==> src/rtl/cluster_size_finder.sv <==
// Two-stage S-bit cluster finder: marks every cluster seed in a frame, its size,
// optional splitting of long runs into chained clusters, and truncation accounting.
module cluster_size_finder #(
  parameter int MXSBITS   = 64,
  parameter int CNTB      = 3,
  parameter int MAXCHUNKS = 2
) (
  input  logic                    clock,
  input  logic                    reset_n,
  input  logic [MXSBITS-1:0]      sbits_i,
  input  logic                    valid_i,
  input  logic                    split_en_i,
  input  logic                    trunc_clr_i,
  output logic [MXSBITS-1:0]      seed_o,
  output logic [MXSBITS*CNTB-1:0] cnt_o,
  output logic                    valid_o,
  output logic                    trunc_o,
  output logic [15:0]             trunc_cnt_o
);

  localparam int MAXCNT = (2 ** CNTB) - 1;
  localparam int CHUNK  = MAXCNT + 1;
  localparam int LOOKB  = MAXCHUNKS * CHUNK;
  localparam int PADW   = LOOKB + MXSBITS + MAXCNT;

  logic [MXSBITS-1:0]      sbits_q, sbits_d;
  logic                    splitEn_q, splitEn_d;
  logic                    validS1_q;
  logic                    validS2_q;
  logic [MXSBITS-1:0]      seed_q, seed_d;
  logic [MXSBITS*CNTB-1:0] cnt_q, cnt_d;
  logic                    trunc_q, trunc_d;
  logic [15:0]             truncCnt_q, truncCnt_d;

  logic [MXSBITS-1:0]      seedVec;
  logic [MXSBITS*CNTB-1:0] cntVec;
  logic [MXSBITS-1:0]      truncVec;
  logic [PADW-1:0]         padded;

  // Zero guard bands at both ends make the frame edges behave as non-wrapping 0 pads.
  assign padded = {{MAXCNT{1'b0}}, sbits_q, {LOOKB{1'b0}}};

  for (genvar i = 0; i < MXSBITS; i++) begin : g_pad
    int   runOffset;
    int   fwdOnes;
    logic lookOn;
    logic fwdOn;
    logic padSeed;
    logic padTrunc;

    // Offset within the run saturates at LOOKB, enough to decide both split and truncation.
    always_comb begin
      runOffset = 0;
      fwdOnes   = 0;
      lookOn    = 1'b1;
      fwdOn     = 1'b1;
      for (int j = 1; j <= LOOKB; j++) begin
        lookOn = lookOn & padded[i + LOOKB - j];
        if (lookOn) runOffset = j;
      end
      for (int j = 1; j <= MAXCNT; j++) begin
        fwdOn = fwdOn & padded[i + LOOKB + j];
        if (fwdOn) fwdOnes = j;
      end
      padSeed  = 1'b0;
      padTrunc = 1'b0;
      if (padded[i + LOOKB]) begin
        if (splitEn_q) begin
          padSeed  = (runOffset < LOOKB) && ((runOffset % CHUNK) == 0);
          padTrunc = (runOffset >= LOOKB);
        end else begin
          padSeed  = (runOffset == 0);
          padTrunc = (runOffset >= CHUNK);
        end
      end
    end

    assign seedVec[i]                 = padSeed;
    assign truncVec[i]                = padTrunc;
    assign cntVec[i*CNTB +: CNTB]     = padSeed ? CNTB'(fwdOnes) : '0;
  end

  always_comb begin
    sbits_d   = valid_i ? sbits_i : '0;
    splitEn_d = valid_i & split_en_i;
    seed_d    = validS1_q ? seedVec : '0;
    cnt_d     = validS1_q ? cntVec : '0;
    trunc_d   = validS1_q & (|truncVec);
    truncCnt_d = truncCnt_q;
    // Clear wins over an increment landing on the same edge.
    if (trunc_clr_i) begin
      truncCnt_d = '0;
    end else if (trunc_d && (truncCnt_q != 16'hFFFF)) begin
      truncCnt_d = truncCnt_q + 16'd1;
    end
  end

  always_ff @(posedge clock) begin
    if (!reset_n) begin
      sbits_q    <= '0;
      splitEn_q  <= 1'b0;
      validS1_q  <= 1'b0;
      validS2_q  <= 1'b0;
      seed_q     <= '0;
      cnt_q      <= '0;
      trunc_q    <= 1'b0;
      truncCnt_q <= '0;
    end else begin
      sbits_q    <= sbits_d;
      splitEn_q  <= splitEn_d;
      validS1_q  <= valid_i;
      validS2_q  <= validS1_q;
      seed_q     <= seed_d;
      cnt_q      <= cnt_d;
      trunc_q    <= trunc_d;
      truncCnt_q <= truncCnt_d;
    end
  end

  assign seed_o      = seed_q;
  assign cnt_o       = cnt_q;
  assign valid_o     = validS2_q;
  assign trunc_o     = trunc_q;
  assign trunc_cnt_o = truncCnt_q;

endmodule
==> config.mk <==
export PLATFORM = sky130hd
export DESIGN_NAME = cluster_size_finder
export DESIGN_NICKNAME = d
export VERILOG_FILES = /design/src/rtl/cluster_size_finder.sv
export SDC_FILE = /design/constraint.sdc
export NUM_CORES = 1
export LEC_CHECK = 0
export ABC_AREA = 1
export BUFFER_PORTS_ARGS = -buffer_cell sky130_fd_sc_hd__buf_4
export CAP_MARGIN = 20
export CELL_PAD_IN_SITES_DETAIL_PLACEMENT = 1
export CELL_PAD_IN_SITES_GLOBAL_PLACEMENT = 2
export CORE_ASPECT_RATIO = 0.75
export CORE_MARGIN = 5
export CORE_UTILIZATION = 27
export DETAILED_ROUTE_END_ITERATION = 8
export PLACE_DENSITY = 0.73
export SLEW_MARGIN = 5
export SYNTH_ARGS = -nofsm -noshare
export SYNTH_HDL_FRONTEND = slang
export SYNTH_SLANG_ARGS = --single-unit
==> constraint.sdc <==
create_clock -name clock -period 1.8 [get_ports clock]
set_input_delay 0.18 -clock clock [delete_from_list [all_inputs] [get_ports clock]]
set_output_delay 0.18 -clock clock [all_outputs]
set_load 0.03 [all_outputs]
==> impl_metrics.json <==
{
  "num_rows": 75,
  "synth_top_area_cell": "dfxtp_1",
  "grt_setup_unrepaired": "true",
  "clock_latency_ns": 0.58,
  "areaGrowthSynthToFinish_pct": 104,
  "via_per_inst": 4.88,
  "routedWlPerCell_um": 22.8,
  "clkTransAtPathRegs_ns": 0.07,
  "hold_viol": 0,
  "layout_commonest_cell": "buf_4",
  "skew_ns": 0.0239,
  "cts_max_level": 2,
  "cts_buffer_depth": 3,
  "violations": "negative setup slack",
  "n_antenna_cell": 0,
  "ys_ff_latch": 333,
  "track_usage_pct": 29.9,
  "dp_cells": 3954,
  "place_congestion": 0.984,
  "drt_wl_total_um": 96900,
  "finalNonFillerCells": 4244,
  "synth.area.top_cells": "dfxtp_1, nor2_1, nand2_1, inv_1, nand3_1",
  "peakVddDrop_v": 0.000567,
  "finalSetupViolCount": 188,
  "synthFlopType": "dfxtp_1",
  "die-area_um2": 61800,
  "crit_arrival_ns": 2.82,
  "min_path_type": "in -> reg",
  "seq_area_um2": 6840,
  "num_io_pins": 343,
  "path_buf_inv": 3,
  "clock-sinks": 333,
  "maxClockFrequency_ghz": 0.417,
  "seq_area_frac_synth_pct": 43.4,
  "drtIter0Drc": 1429,
  "required_ns": 2.22,
  "numCtsBuffers": 34,
  "die_w_um": 285,
  "synth_cell_types": 52,
  "multi_input_area_um2": 9890,
  "design_area_um2": 31300,
  "antenna_found_initial": 3,
  "status": "complete, but fails checks",
  "nets": 3557,
  "async_flop_share_pct": 0,
  "cap_violations": 0,
  "critical_path.top_delay_family": "simple AND/OR/NAND/NOR gates",
  "crit_type": "reg -> reg",
  "io_buffers": 335,
  "final.setup.worst_slack_ns": -0.598,
  "synth.top_cell.area_share_pct": 43.4,
  "crit_path_cell_trace": "nand2_8 -> buf_6 -> nor2_4 -> nand2_4 -> nor2_4 -> nand3_1 -> nand4_1 -> nand2_1 -> nand2_1 -> nand2_2 -> nor2_4 -> nand4_4 -> buf_6 -> buf_12 -> nand4_1 -> a21oi_2",
  "start_util_pct": 27.4,
  "min_period_over_period_pct": 133,
  "crit_path_end_kind": "register",
  "slew_violations": 0,
  "first_global_vias": 22300,
  "startpoint_type": "register",
  "grt_max_degree": 67,
  "ant_nets": 0,
  "p_leak_nw": 14.6,
  "grt_pass1_wl_um": 143000,
  "vias": 20700,
  "worst-path-max-fanout": 8,
  "synth_area_um2": 15400,
  "cts_root_buf": "clkbuf_16",
  "avgSynthCellArea_um2": 7.01,
  "dr.pass1.iters": 5,
  "drive_gt1_share_pct": 57.0,
  "cts_tree": "yes",
  "fp.coreArea_um2": 56100,
  "fin_hold_ws_ns": 0.130,
  "nFillCells": 6703,
  "final_cell_mix": "buf_4, nand2_1, nor2_1",
  "slowest_delay_ns": 0.41,
  "relSlewSlack_pct": 51.8,
  "place_area_um2": 24600,
  "worst_path_max_delay_cell": "dfxtp_4",
  "yosysWarningCount": 0,
  "die_h_um": 217,
  "p_per_area_nw_per_um2": 527,
  "syn-instance-count": 2193,
  "worst_pin_slew_ns": 0.721,
  "place.detailed.hpwl_um": 74700,
  "period_minus_slack_ns": 2.40,
  "drc": 0,
  "synth_edf_count": 0,
  "overflow": 0,
  "crit_top_cell": "nor2_4"
}
layout make-up:
class / instances / share of cell area [%]
clock buffer: 51 / 3.08
timing repair buffer: 1330 / 35.5
multi-input combinational: 1427 / 31.5
inverter: 361 / 4.69
tap: 731 / 2.92
sequential: 333 / 21.8
clock inverter: 11 / 0.439
where the power goes:
group          internal (mW)  total, mW  switching [mW]
logic                  0.810       1.79           0.981
registers               7.42       7.54           0.126
clock network           3.94       7.18            3.24
metrics by stage:
step | setup slack, ns | TNS, ns | util (%) | power [mW]
floorplan | -0.110 | -1.15 | - | 8.21
global placement | -1.08 | -81.03 | 43.9 | 8.99
detailed placement | -1.06 | -82.19 | 43.9 | 9.00
CTS | -0.564 | -29.78 | 53.6 | 16.5
global route | -0.714 | -47.62 | 55.8 | 17.1
finish | -0.598 | -32.12 | 55.8 | 16.5
worst register-to-register path, cell delays in order (launching register included):
cell,delay (ns)
dfxtp_4,0.41
nand2_8,0.08
buf_6,0.13
nor2_4,0.17
nand2_4,0.12
nor2_4,0.10
nand3_1,0.08
nand4_1,0.13
nand2_1,0.08
nand2_1,0.08
nand2_2,0.10
nor2_4,0.14
nand4_4,0.16
buf_6,0.19
buf_12,0.14
nand4_1,0.09
a21oi_2,0.06
synth_stat cells, drive strengths merged (2+ instances only):
| cell | n |
|---|---|
| buf | 58 |
| xor2 | 10 |
| nand2 | 435 |
| a311oi | 3 |
| o2111a | 2 |
| clkbuf | 20 |
| a221oi | 3 |
| o22ai | 11 |
| inv | 361 |
| o21ai | 60 |
| nand4 | 49 |
| a211oi | 32 |
| nor4 | 13 |
| o2111ai | 14 |
| a22oi | 3 |
| dfxtp | 333 |
| a32oi | 2 |
| o211ai | 26 |
| and3 | 5 |
| o311ai | 3 |
| nand3 | 113 |
| nor3 | 61 |
| a31oi | 13 |
| a2111oi | 16 |
| a21oi | 97 |
| o31ai | 9 |
| o21a | 5 |
| xnor2 | 4 |
| nor2 | 424 |
repair_timing:
item,CTS,global route
pin swaps,140,145
hold buffers,66,0
buffers inserted,132,59
gates cloned,2,0
hold endpoints to repair,67,0
setup endpoints to repair,226,215
gates resized for setup,748,264
sequential cells by signal (all words and copies together), names as in the netlist:
register and count:
trunc_cnt_o 16, sbits_q 64, trunc_o 1, seed_o 64, valid_o 1, validS1_q 1
cnt_o 185, splitEn_q 1
final timing paths:
| check | start | endpoint | slack, ns | cells after the start |
|---|---|---|---|---|
| min | valid_i | validS1_q$_SDFF_PN0_ | 0.13 | 4 |
| max | sbits_q[35]$_SDFF_PN0_ | trunc_cnt_o[9]$_SDFFE_PP0P_ | -0.60 | 16 |
| min reg2reg | trunc_cnt_o[15]$_SDFFE_PP0P_ | trunc_cnt_o[15]$_SDFFE_PP0P_ | 0.50 | 2 |
| max reg2reg | sbits_q[35]$_SDFF_PN0_ | trunc_cnt_o[9]$_SDFFE_PP0P_ | -0.60 | 16 |
metal layers:
metal | wire, µm | global-route usage [%]
met1 | 44800 | 42.5
met2 | 44600 | 49.1
met3 | 5420 | 4.01
met4 | 2030 | 5.49
met5 | 34 | 0
logic make-up (layout without fill, tap and decap cells):
| family | Yosys count | in the layout | synth area share [%] |
|---|---|---|---|
| compound gates | 301 | 301 | 12.7 |
| simple gates | 1103 | 1103 | 31.4 |
| flops | 333 | 333 | 43.4 |
| other cells | 1 | 7 | 0.0244 |
| xor+xnor | 14 | 14 | 0.798 |
| mux | 1 | 1 | 0.0652 |
| fa+ha+maj | 1 | 1 | 0.0814 |
| buf+inv | 439 | 1753 | 11.6 |
No activity file was read; power rests on OpenSTA's default activity.
